### src/rtl/atm_controller_multi_pkg.sv
// Shared types and constants for the ATM session controller.
package atm_pkg;

   typedef enum logic [2:0] {
      S_IDLE,
      S_PIN_ENTRY,
      S_CHECK_PIN,
      S_WAIT_AMOUNT,
      S_PROCESS,
      S_BLOCKED
   } state_e;

   localparam logic TIPO_DEPOSITO = 1'b0;
   localparam logic TIPO_RETIRO   = 1'b1;

endpackage

### src/rtl/atm_controller_multi_timeout.sv
// Idle-cycle counter: flags expiry after CYCLES enabled cycles without a restart.
module atm_timeout #(
   parameter int unsigned CYCLES = 1000
) (
   input  logic clk,
   input  logic rst,
   input  logic enable,
   input  logic restart,
   output logic expired
);

   localparam int unsigned CW = (CYCLES > 1) ? $clog2(CYCLES) : 1;

   logic [CW-1:0] count;

   // CYCLES == 0 disables expiry entirely.
   always_comb begin
      expired = (CYCLES != 0) && enable && !restart && (count == CW'(CYCLES - 1));
   end

   always_ff @(posedge clk or posedge rst) begin
      if (rst) begin
         count <= '0;
      end else if (!enable || restart || expired) begin
         count <= '0;
      end else begin
         count <= count + 1'b1;
      end
   end

endmodule

### src/rtl/atm_controller_multi.sv
// ATM session controller: card/PIN sessions, deposit/withdrawal with a daily
// limit, inactivity timeout and sticky lockout after repeated wrong PINs.
module atm_controller_multi
   import atm_pkg::*;
#(
   parameter int unsigned              PIN_DIGITS     = 4,
   parameter logic [4*PIN_DIGITS-1:0]  PIN_VALUE      = 16'h1234,
   parameter int unsigned              MAX_TRIES      = 3,
   parameter int unsigned              AMT_W          = 32,
   parameter int unsigned              BAL_W          = 40,
   parameter logic [BAL_W-1:0]         INIT_BALANCE   = BAL_W'(1000),
   parameter logic [BAL_W-1:0]         DAILY_LIMIT    = BAL_W'(500),
   parameter int unsigned              TIMEOUT_CYCLES = 1000
) (
   input  logic             clk,
   input  logic             rst,
   input  logic             tarjeta_recibida,
   input  logic             tipo_trans,
   input  logic             add_digit,
   input  logic [3:0]       digito,
   input  logic             monto_stb,
   input  logic [AMT_W-1:0] monto,
   input  logic             dia_nuevo,
   output logic             balance_actualizado,
   output logic             entregar_dinero,
   output logic             pin_incorrecto,
   output logic             advertencia,
   output logic             bloqueo,
   output logic             fondos_insuficientes,
   output logic             limite_excedido,
   output logic             tiempo_agotado,
   output logic [BAL_W-1:0] balance
);

   localparam int unsigned PW = 4 * PIN_DIGITS;
   localparam int unsigned DW = $clog2(PIN_DIGITS + 1);
   localparam int unsigned TW = $clog2(MAX_TRIES + 1);

   state_e           state, state_n;
   logic [DW-1:0]    dcnt, dcnt_n;
   logic [PW-1:0]    pin_sr, pin_sr_n;
   logic [TW-1:0]    tries, tries_n;
   logic [BAL_W-1:0] acc, acc_n, acc_eff;
   logic [BAL_W-1:0] bal_int, bal_int_n;
   logic [BAL_W-1:0] amt_q, amt_n;
   logic             tipo_q, tipo_n;
   logic [BAL_W:0]   sum_dep, sum_acc;

   logic upd_r, ent_r, nsf_r, lim_r;
   logic upd_n, ent_n, nsf_n, lim_n;
   logic pin_bad_n, to_n, adv_n;

   logic tmr_en, tmr_restart, tmr_expired;

   always_comb begin
      tmr_en      = (state == S_PIN_ENTRY) || (state == S_WAIT_AMOUNT);
      tmr_restart = ((state == S_PIN_ENTRY) && add_digit) ||
                    ((state == S_WAIT_AMOUNT) && monto_stb);
   end

   atm_timeout #(
      .CYCLES(TIMEOUT_CYCLES)
   ) u_timeout (
      .clk     (clk),
      .rst     (rst),
      .enable  (tmr_en),
      .restart (tmr_restart),
      .expired (tmr_expired)
   );

   always_comb begin
      state_n   = state;
      dcnt_n    = dcnt;
      pin_sr_n  = pin_sr;
      tries_n   = tries;
      acc_eff   = dia_nuevo ? '0 : acc;
      acc_n     = acc_eff;
      bal_int_n = bal_int;
      amt_n     = amt_q;
      tipo_n    = tipo_q;
      upd_n     = 1'b0;
      ent_n     = 1'b0;
      nsf_n     = 1'b0;
      lim_n     = 1'b0;
      pin_bad_n = 1'b0;
      to_n      = 1'b0;
      sum_dep   = {1'b0, bal_int} + {1'b0, amt_q};
      sum_acc   = {1'b0, acc_eff} + {1'b0, amt_q};

      unique case (state)
         S_IDLE: begin
            if (tarjeta_recibida) begin
               state_n  = S_PIN_ENTRY;
               dcnt_n   = '0;
               pin_sr_n = '0;
            end
         end

         S_PIN_ENTRY: begin
            if (!tarjeta_recibida) begin
               state_n = S_IDLE;
            end else if (add_digit) begin
               pin_sr_n = (pin_sr << 4) | PW'(digito);
               dcnt_n   = dcnt + 1'b1;
               if (dcnt == DW'(PIN_DIGITS - 1)) begin
                  state_n = S_CHECK_PIN;
               end
            end else if (tmr_expired) begin
               to_n    = 1'b1;
               state_n = S_IDLE;
            end
         end

         // A mismatch is committed even if the card left this cycle; reaching
         // the limit still locks out, otherwise removal only suppresses the pulse.
         S_CHECK_PIN: begin
            if (pin_sr == PIN_VALUE) begin
               tries_n = '0;
               state_n = tarjeta_recibida ? S_WAIT_AMOUNT : S_IDLE;
            end else begin
               tries_n   = tries + 1'b1;
               pin_bad_n = tarjeta_recibida;
               if (tries_n == TW'(MAX_TRIES)) begin
                  state_n = S_BLOCKED;
               end else if (!tarjeta_recibida) begin
                  state_n = S_IDLE;
               end else begin
                  state_n = S_PIN_ENTRY;
                  dcnt_n  = '0;
               end
            end
         end

         S_WAIT_AMOUNT: begin
            if (!tarjeta_recibida) begin
               state_n = S_IDLE;
            end else if (monto_stb) begin
               amt_n   = BAL_W'(monto);
               tipo_n  = tipo_trans;
               state_n = S_PROCESS;
            end else if (tmr_expired) begin
               to_n    = 1'b1;
               state_n = S_IDLE;
            end
         end

         S_PROCESS: begin
            state_n = S_IDLE;
            if (tipo_q == TIPO_DEPOSITO) begin
               bal_int_n = sum_dep[BAL_W] ? '1 : sum_dep[BAL_W-1:0];
               upd_n     = 1'b1;
            end else if (amt_q > bal_int) begin
               nsf_n = 1'b1;
            end else if (sum_acc > {1'b0, DAILY_LIMIT}) begin
               lim_n = 1'b1;
            end else begin
               bal_int_n = bal_int - amt_q;
               acc_n     = sum_acc[BAL_W-1:0];
               upd_n     = 1'b1;
               ent_n     = 1'b1;
            end
         end

         S_BLOCKED: begin
            state_n = S_BLOCKED;
         end

         default: begin
            state_n = S_IDLE;
         end
      endcase

      adv_n = (state_n != S_BLOCKED) && (tries_n == TW'(MAX_TRIES - 1));
   end

   // Transaction results pass through one extra register stage so the pulses
   // and the visible balance land two edges after monto_stb is taken.
   always_ff @(posedge clk or posedge rst) begin
      if (rst) begin
         state                <= S_IDLE;
         dcnt                 <= '0;
         pin_sr               <= '0;
         tries                <= '0;
         acc                  <= '0;
         bal_int              <= INIT_BALANCE;
         amt_q                <= '0;
         tipo_q               <= 1'b0;
         upd_r                <= 1'b0;
         ent_r                <= 1'b0;
         nsf_r                <= 1'b0;
         lim_r                <= 1'b0;
         balance_actualizado  <= 1'b0;
         entregar_dinero      <= 1'b0;
         fondos_insuficientes <= 1'b0;
         limite_excedido      <= 1'b0;
         pin_incorrecto       <= 1'b0;
         tiempo_agotado       <= 1'b0;
         advertencia          <= 1'b0;
         bloqueo              <= 1'b0;
         balance              <= INIT_BALANCE;
      end else begin
         state                <= state_n;
         dcnt                 <= dcnt_n;
         pin_sr               <= pin_sr_n;
         tries                <= tries_n;
         acc                  <= acc_n;
         bal_int              <= bal_int_n;
         amt_q                <= amt_n;
         tipo_q               <= tipo_n;
         upd_r                <= upd_n;
         ent_r                <= ent_n;
         nsf_r                <= nsf_n;
         lim_r                <= lim_n;
         balance_actualizado  <= upd_r;
         entregar_dinero      <= ent_r;
         fondos_insuficientes <= nsf_r;
         limite_excedido      <= lim_r;
         pin_incorrecto       <= pin_bad_n;
         tiempo_agotado       <= to_n;
         advertencia          <= adv_n;
         bloqueo              <= (state_n == S_BLOCKED);
         balance              <= bal_int;
      end
   end

endmodule

### config.mk
export PLATFORM = sky130hd
export DESIGN_NAME = atm_controller_multi
export DESIGN_NICKNAME = d
export VERILOG_FILES = /design/src/rtl/atm_controller_multi_pkg.sv /design/src/rtl/atm_controller_multi_timeout.sv /design/src/rtl/atm_controller_multi.sv
export SDC_FILE = /design/constraint.sdc
export NUM_CORES = 1
export LEC_CHECK = 0
export ABC_AREA = 1
export ABC_CLOCK_PERIOD_IN_PS = 18050
export BUFFER_PORTS_ARGS = -buffer_cell sky130_fd_sc_hd__buf_2
export CAP_MARGIN = 20
export CORE_MARGIN = 2
export CORE_UTILIZATION = 45
export DETAILED_ROUTE_END_ITERATION = 16
export PLACE_DENSITY = 0.67
export RECOVER_POWER = 25
export SYNTH_ARGS = -nofsm -noshare
export SYNTH_HDL_FRONTEND = slang
export SYNTH_SLANG_ARGS = --single-unit
### constraint.sdc
create_clock -name clk -period 18.05 [get_ports clk]
set_input_delay 1.805 -clock clk [delete_from_list [all_inputs] [get_ports clk]]
set_output_delay 1.805 -clock clk [all_outputs]
set_load 0.02 [all_outputs]
==> Yosys cells after proc, flatten, opt, wreduce, memory -nomap -nowiden <==
Cells that the tools add are included.
{ "classes": {"reduce_logical": 18, "bitwise_logic": 1, "add_sub_neg": 6, "muxes": 55, "n_eq_ne": 19, "n_lt_le_gt_ge": 2} }
{ "ops": {"columns": ["op", "n"], "rows": [
  ["40-bit two-way mux", 9],
  ["40-bit by 32-bit adder with 41-bit output", 2],
  ["16-bit two-way mux", 3],
  ["3-bit two-way mux", 14],
  ["41-bit by 9-bit > comparator with 1-bit output, second input constant", 1],
  ["32-bit by 40-bit > comparator with 1-bit output", 1],
  ["40-bit by 32-bit subtractor with 40-bit output", 1],
  ["16-bit one-hot mux with 2 select lines", 1],
  ["1-bit two-way mux", 21],
  ["16-bit by 13-bit equality test with 1-bit output, second input constant", 1],
  ["16-bit by 4-bit OR with 16-bit output", 1],
  ["3-bit one-hot mux with 5 select lines", 1],
  ["2-bit != test, second input constant", 7],
  ["10-bit by 1-bit adder with 10-bit output, second input constant", 1],
  ["10-bit equality test, second input constant", 1],
  ["10-bit two-way mux", 1],
  ["3-bit by 2-bit equality test with 1-bit output, second input constant", 3],
  ["3-bit equality test, second input constant", 3],
  ["3-bit one-hot mux with 3 select lines", 1],
  ["2-bit two-way mux", 3],
  ["3-bit AND reduction", 2],
  ["1-bit logical AND", 5],
  ["5-bit AND reduction", 1],
  ["2-bit equality test, second input constant", 2],
  ["other kinds (11)", 15]
]} }
{ "totals": {"out_inout_bits": 48, "ff_bits": 199, "inputBits": 43} }

==> Longest topological paths before layout <==
{ "logic_depth": {"word_depth": 12, "ltp_mapped": 28} }

==> Cells and area by module <==
From an unflattened synthesis, not the netlist that was laid out.
{ "hier_totals": {"cells_unflattened": 2520, "hier_area_um2": 16014.1} }
{ "by_module_without_submodules": {"columns": ["mod", "instances", "cells_per_inst", "area_per_inst_um2", "seq_area_each_um2"], "rows": [
  ["atm_controller_multi", 1, 2449, 15451.1, 4744.6],
  ["atm_timeout", 1, 71, 563.0, 250.2]
]} }

==> Least setup slack after synthesis <==
OpenSTA, ideal clock, no wires.
{ "synth_path": {"kind": "input to register", "from": "input port dia_nuevo", "to": "register acc[22]", "stages": 22, "arrival_time_ns": 4.702, "slack_ns": 13.237, "path_cell_list": "buf_6 > clkbuf_1 > nor2_1 > ha_1 > fa_1 > nand3_1 > nand2_2 > nand2_2 > nand2_2 > nand2_1 > nand3_1 > a21boi_2 > xor2_1 > nand2_2 > nor2_8 > nand3_4 > nor2_8 > inv_2 > buf_6 > buf_6 > nand2_2 > inv_2"} }
{ "synth_between": {"elab_chain_len": 7} }
{ "synth_lines": {"columns": ["item", "line_no", "text"], "rows": [
  ["from (decl)", "atm_controller_multi.sv:23", "input logic dia_nuevo,"],
  ["40-bit two-way mux (*)", "atm_controller_multi.sv:76", "acc_eff = dia_nuevo ? '0 : acc;"],
  ["40-bit by 32-bit adder with 41-bit output", "atm_controller_multi.sv:88", "sum_acc = {1'b0, acc_eff} + {1'b0, amt_q};"],
  ["41-bit by 9-bit > comparator with 1-bit output", "atm_controller_multi.sv:154", "end else if (sum_acc > {1'b0, DAILY_LIMIT}) begin"],
  ["40-bit two-way mux", "atm_controller_multi.sv:154", null],
  ["40-bit two-way mux", "atm_controller_multi.sv:152", "end else if (amt_q > bal_int) begin"],
  ["40-bit two-way mux", "atm_controller_multi.sv:149", "if (tipo_q == TIPO_DEPOSITO) begin"],
  ["40-bit two-way mux (*)", "atm_controller_multi.sv:90", "unique case (state)"],
  ["named net acc_n[22]", "atm_controller_multi.sv:43", "logic [BAL_W-1:0] acc, acc_n, acc_eff;"],
  ["to (signal assigned)", "atm_controller_multi.sv:206", "acc <= acc_n;"],
  ["to (decl)", "atm_controller_multi.sv:43", null]
]} }
The timed path passes the listed nets; every way through them passes the cells marked *.
A chain may end at the register's enable or synchronous reset.

==> Worst setup path in the final report <==
{ "layout_path": {"from": "input port dia_nuevo", "to": "register bal_int[37]"} }
{ "layout_between": {"elab_chain_len": 5} }
{ "layout_lines": {"columns": ["item", "line_no", "text"], "rows": [
  ["40-bit two-way mux", "atm_controller_multi.sv:76", null],
  ["40-bit by 32-bit adder with 41-bit output", "atm_controller_multi.sv:88", null],
  ["41-bit by 9-bit > comparator with 1-bit output", "atm_controller_multi.sv:154", null],
  ["2-bit != test (no line)", null, null],
  ["3-bit AND reduction (no line)", null, null],
  ["to (signal assigned)", "atm_controller_multi.sv:207", "bal_int <= bal_int_n;"],
  ["to (decl)", "atm_controller_multi.sv:44", "logic [BAL_W-1:0] bal_int, bal_int_n;"]
]} }
No other way between the ends.

==> summary by stage <==
Final layout
Once layout is complete, the utilization of the core stands at about half. Once layout is done, the placed cells without fillers occupy 17670 µm². Counting the fill cells in the layout gives roughly 3700. In the layout the commonest cells are 668 x sky130_fd_sc_hd__nand2_1, 413 x sky130_fd_sc_hd__inv_1, 295 x sky130_fd_sc_hd__nor2_1.

Summing all flip-flop and latch instances after layout gives 4995 µm². The number of antenna diodes in the final layout is 0. Compared with the post-synthesis result, the final layout area differs by 9.043%.

The fraction of layout instances using a drive strength above 1 is under 10%. The multi-input logic area is 9290 µm². The final layout contains 2702 nets. Leaving out fill and tap cells, the most frequent cell in the layout is sky130_fd_sc_hd__nand2_1.

Global routing
The global-route usage over all layers is ~29%. After global routing the overflow that remains totals 0. The initial antenna violation count is 0.

The via count of the first global-routing pass is between 15000 and 20000. The global-route wire length before repair is between 80 and 90 mm. The maximum number of pins on one net before global-route repair is 132.

STA
The worst hold margin is ~0.35 ns. Setup violations remaining at the end of the flow were counted as 0. The final number of max-transition violations is 169. The maximum operating frequency is 145.7 MHz. The final setup TNS is 0 ns. The final clock skew is 0.01502 ns. For the finished layout, the period the worst path requires is 6.863 ns. The final worst-path cycle share is 38.02%. The worst path setup slack after routing is 11.19 ns.

The final hold violation count is 0. Setup repair after global routing left no endpoint under its margin. The remaining max-slew budget at the tightest pin is -296.4%.

At the pin with the least slew margin, the transition time is 5.913 ns.

Yosys
The flip-flop and latch count after synthesis is between 150 and 200. For this run, asynchronously set or reset flops after synthesis account for 100.0%. Yosys printed 0 warnings. The average cell area after synthesis is 6.478 µm².

In this run, synthesis inferred 0 flip-flops with an integrated enable. The number of nets in the synthesized netlist is ~2600. The post-synthesis instance area is 16200 µm².

The unique cell type count in the Yosys netlist is 60. The prevailing post-synth register cell is sky130_fd_sc_hd__dfrtp_1. The sequential area share after synthesis is 30.83%. The gate count of the mapped netlist is 2501.

Outcome
The run finished, with violations left. The checks that failed: max-capacitance violations, max-slew violations.

Critical path
Among all stages on the critical path, the largest delay is contributed by sky130_fd_sc_hd__clkbuf_1. Data on the critical path is required at its endpoint by 18.39 ns. The path depth of the worst reg2reg path is 15. The critical path endpoint category is a register. The cell with the most instances on the worst path is sky130_fd_sc_hd__nand2_1. In this run the critical register-to-register path is launched from amt_q[0]$_DFFE_PP0P_. The worst endpoint data arrival time is 7.21 ns. The worst reg2reg path endpoint is bal_int[35]$_DFFE_PP0P_. The critical path goes through clkbuf_1 -> nor2_1 -> ha_1 -> nand2_1 -> inv_1 -> nand2_1 -> nand2_1 -> a21oi_1 -> nand3_2 -> nand2_1 -> nand2_1 -> xor2_1 -> nor2_1 -> nand2_2 -> inv_1 -> nand3_2 -> nand2_1 -> nand3_2 -> buf_16 -> nand2_1 -> nand2_1. The highest net fanout along the worst path is 36. The type of the worst setup path is in2reg. The reg-to-reg setup timing slack is 13.74 ns. For this run, the slowest stage of the critical path takes 1.43 ns. STA classifies the critical path startpoint as a primary input.

Run
Across the run, the number of max-cap violations was 2.

Clocking
For the worst-skew pair, the clock arrives at the later sink with an insertion delay of 0.47 ns. The hold buffer count at cts is 0. The count of instances resized after the clock tree is built is 0. Clock tree synthesis selected as its root buffer the cell sky130_fd_sc_hd__clkbuf_16. In this run the number of H-tree levels came out at 4. The total clock buffers created by CTS is 17.

The number of clock sinks seen by CTS is 199. TritonCTS built the clock tree. The count of buffers added by post-CTS timing repair for setup is 0. The number of buffers between clock root and the deepest sink is 2.

Clock-pin slew was measured on the worst setup and hold paths at around 0.08 ns.

Placement
The worst slack at placement is 11.46 ns. The post-detailed-placement cell area is about 17000 µm². The port buffer count is 90. The placer's final routability congestion estimate is 1.014.

The post-detailed-placement half-perimeter wirelength is 44.34 mm.

Hold path
In this run the most critical hold path is launched from nsf_r$_DFF_PP0_. The worst hold path belongs to the class reg2reg. The number of cells traversed by the worst hold path is 0.

For hold timing, the worst endpoint is fondos_insuficientes$_DFF_PP0_.

Route
The detail-routed net length per standard cell is 18.19 µm. Wires add up to ~55 mm. The highest layer touched by signal routing is met4. Summing over every cut layer, the via total after detailed routing is 16070. The sum of met3 wire segment lengths after detailed routing is 2.379 mm. In this run the remaining antenna-violating nets after routing total 0. Summed over all nets, wire length on met2 after detailed routing comes to 26.71 mm.

The number of remaining DRC errors is 0. The initial detailed-routing violation count is between 1000 and 1500. Before antenna repair, the detailed router went through 7 iterations. The detailed router put a total of roughly 24 mm of wire on met1. In the routed layout, each cell is associated on average with a via count of about 5.3.

Pwr
The power density over the cells is 76.47 nW/µm². The leakage power is 10.12 nW. The worst-case IR drop observed on VDD is 0.06717 mV.

Die
The x dimension of the die is 193.7 µm. For this design the top-level I/O count stands at 91. From bottom edge to top edge, the die measures between 150 and 200 µm. The placeable core region is approximately 35000 µm².

The number of core rows is slightly below 70. The initial cell density of the core is 45.66%. The die covers 37540 µm².
## how the worst max path moves through the flow
stage | start | endpoint | slack [ns]
after floorplan | rst | acc[0]$_DFF_PP0_ | 10.84
after global placement | dia_nuevo | bal_int[29]$_DFFE_PP0P_ | 11.42
after detailed placement | dia_nuevo | bal_int[31]$_DFFE_PP0P_ | 11.46
after CTS | dia_nuevo | bal_int[31]$_DFFE_PP0P_ | 11.94
after global routing | dia_nuevo | bal_int[31]$_DFFE_PP0P_ | 10.83
final | dia_nuevo | bal_int[37]$_DFFE_PP0P_ | 11.19
## cell usage after synthesis, drive strengths merged (3+ instances only)
cell	instances	area (µm²)
a21oi	166	845.8
or2	8	50.05
nand3b	14	105.1
a211oi	7	52.55
nor3b	3	22.52
and3	10	62.56
o21ai	109	549.3
buf	17	101.4
xor2	29	254.0
dfrtp	187	4679
xnor2	5	43.79
nor2	319	1315
a21o	7	52.55
o31ai	5	37.54
inv	440	1657
nand3	172	920.9
dfstp	12	315.3
a21boi	11	86.33
o21a	6	45.04
o211ai	4	30.03
nand4	34	212.7
clkbuf	45	168.9
a31oi	5	31.28
fa	3	60.06
o21bai	17	127.6
nor4	8	56.30
nand2	707	2749
a221oi	3	26.28
nor3	32	165.2
ha	100	1251
## logic make-up (layout without fill, tap and decap cells)
| kind of cell | after synthesis | count (layout) | synth area share (%) |
|---|---|---|---|
| AO/OA/AOI/OAI | 351 | 351 | 12.20 |
| adder cells (fa/ha/maj) | 103 | 103 | 8.093 |
| flip-flops | 199 | 199 | 30.83 |
| multiplexers | 2 | 2 | 0.1313 |
| XOR/XNOR | 34 | 34 | 1.838 |
| buffers and inverters | 504 | 572 | 11.94 |
| AND/OR/NAND/NOR | 1308 | 1308 | 34.97 |
## sequential cells by signal (all words and copies together) (netlist names), 2 cells and up
register         count
acc                 40
bal_int             40
balance             40
amt_q               32
pin_sr              16
u_timeout.count     10
dcnt                 3
state                3
tries                2
## report_power, final
group	switching (mW)	internal [mW]
sequential	0.0287	0.474
combinational	0.320	0.123
clock	0.202	0.203
## routing by layer
metal / vias to the layer above / GRT usage (%)
li1: 7976 / -
met1: 7575 / 37.87
met2: 416 / 51.22
met3: 101 / 4.296
met4: 0 / 8.934
met5: - / 0
## final cells by class
| cell class | instances | area share, % |
|---|---|---|
| clock buffers | 18 | 2.486 |
| clock inverters | 14 | 0.9773 |
| inverters | 442 | 9.426 |
| multi-input cells | 1798 | 52.59 |
| flip-flops and latches | 199 | 28.27 |
| well taps | 461 | 3.265 |
| repair buffers | 98 | 2.989 |
## through the flow
stage / cells / total power [mW]
after floorplan: 2501 / 0.8208
after global placement: 2997 / 0.9433
after detailed placement: 2997 / 0.9459
after CTS: 3029 / 1.355
after global routing: 3030 / 1.435
final: 3030 / 1.351
## worst max-delay path, delay by kind of cell
family	cells	cell delay (ns)
fa+ha+maj	1	0.49
compound gates	1	0.41
buf+inv	4	1.96
xor+xnor	1	0.15
simple gates	14	2.34
(Power assumes the default switching activity.)
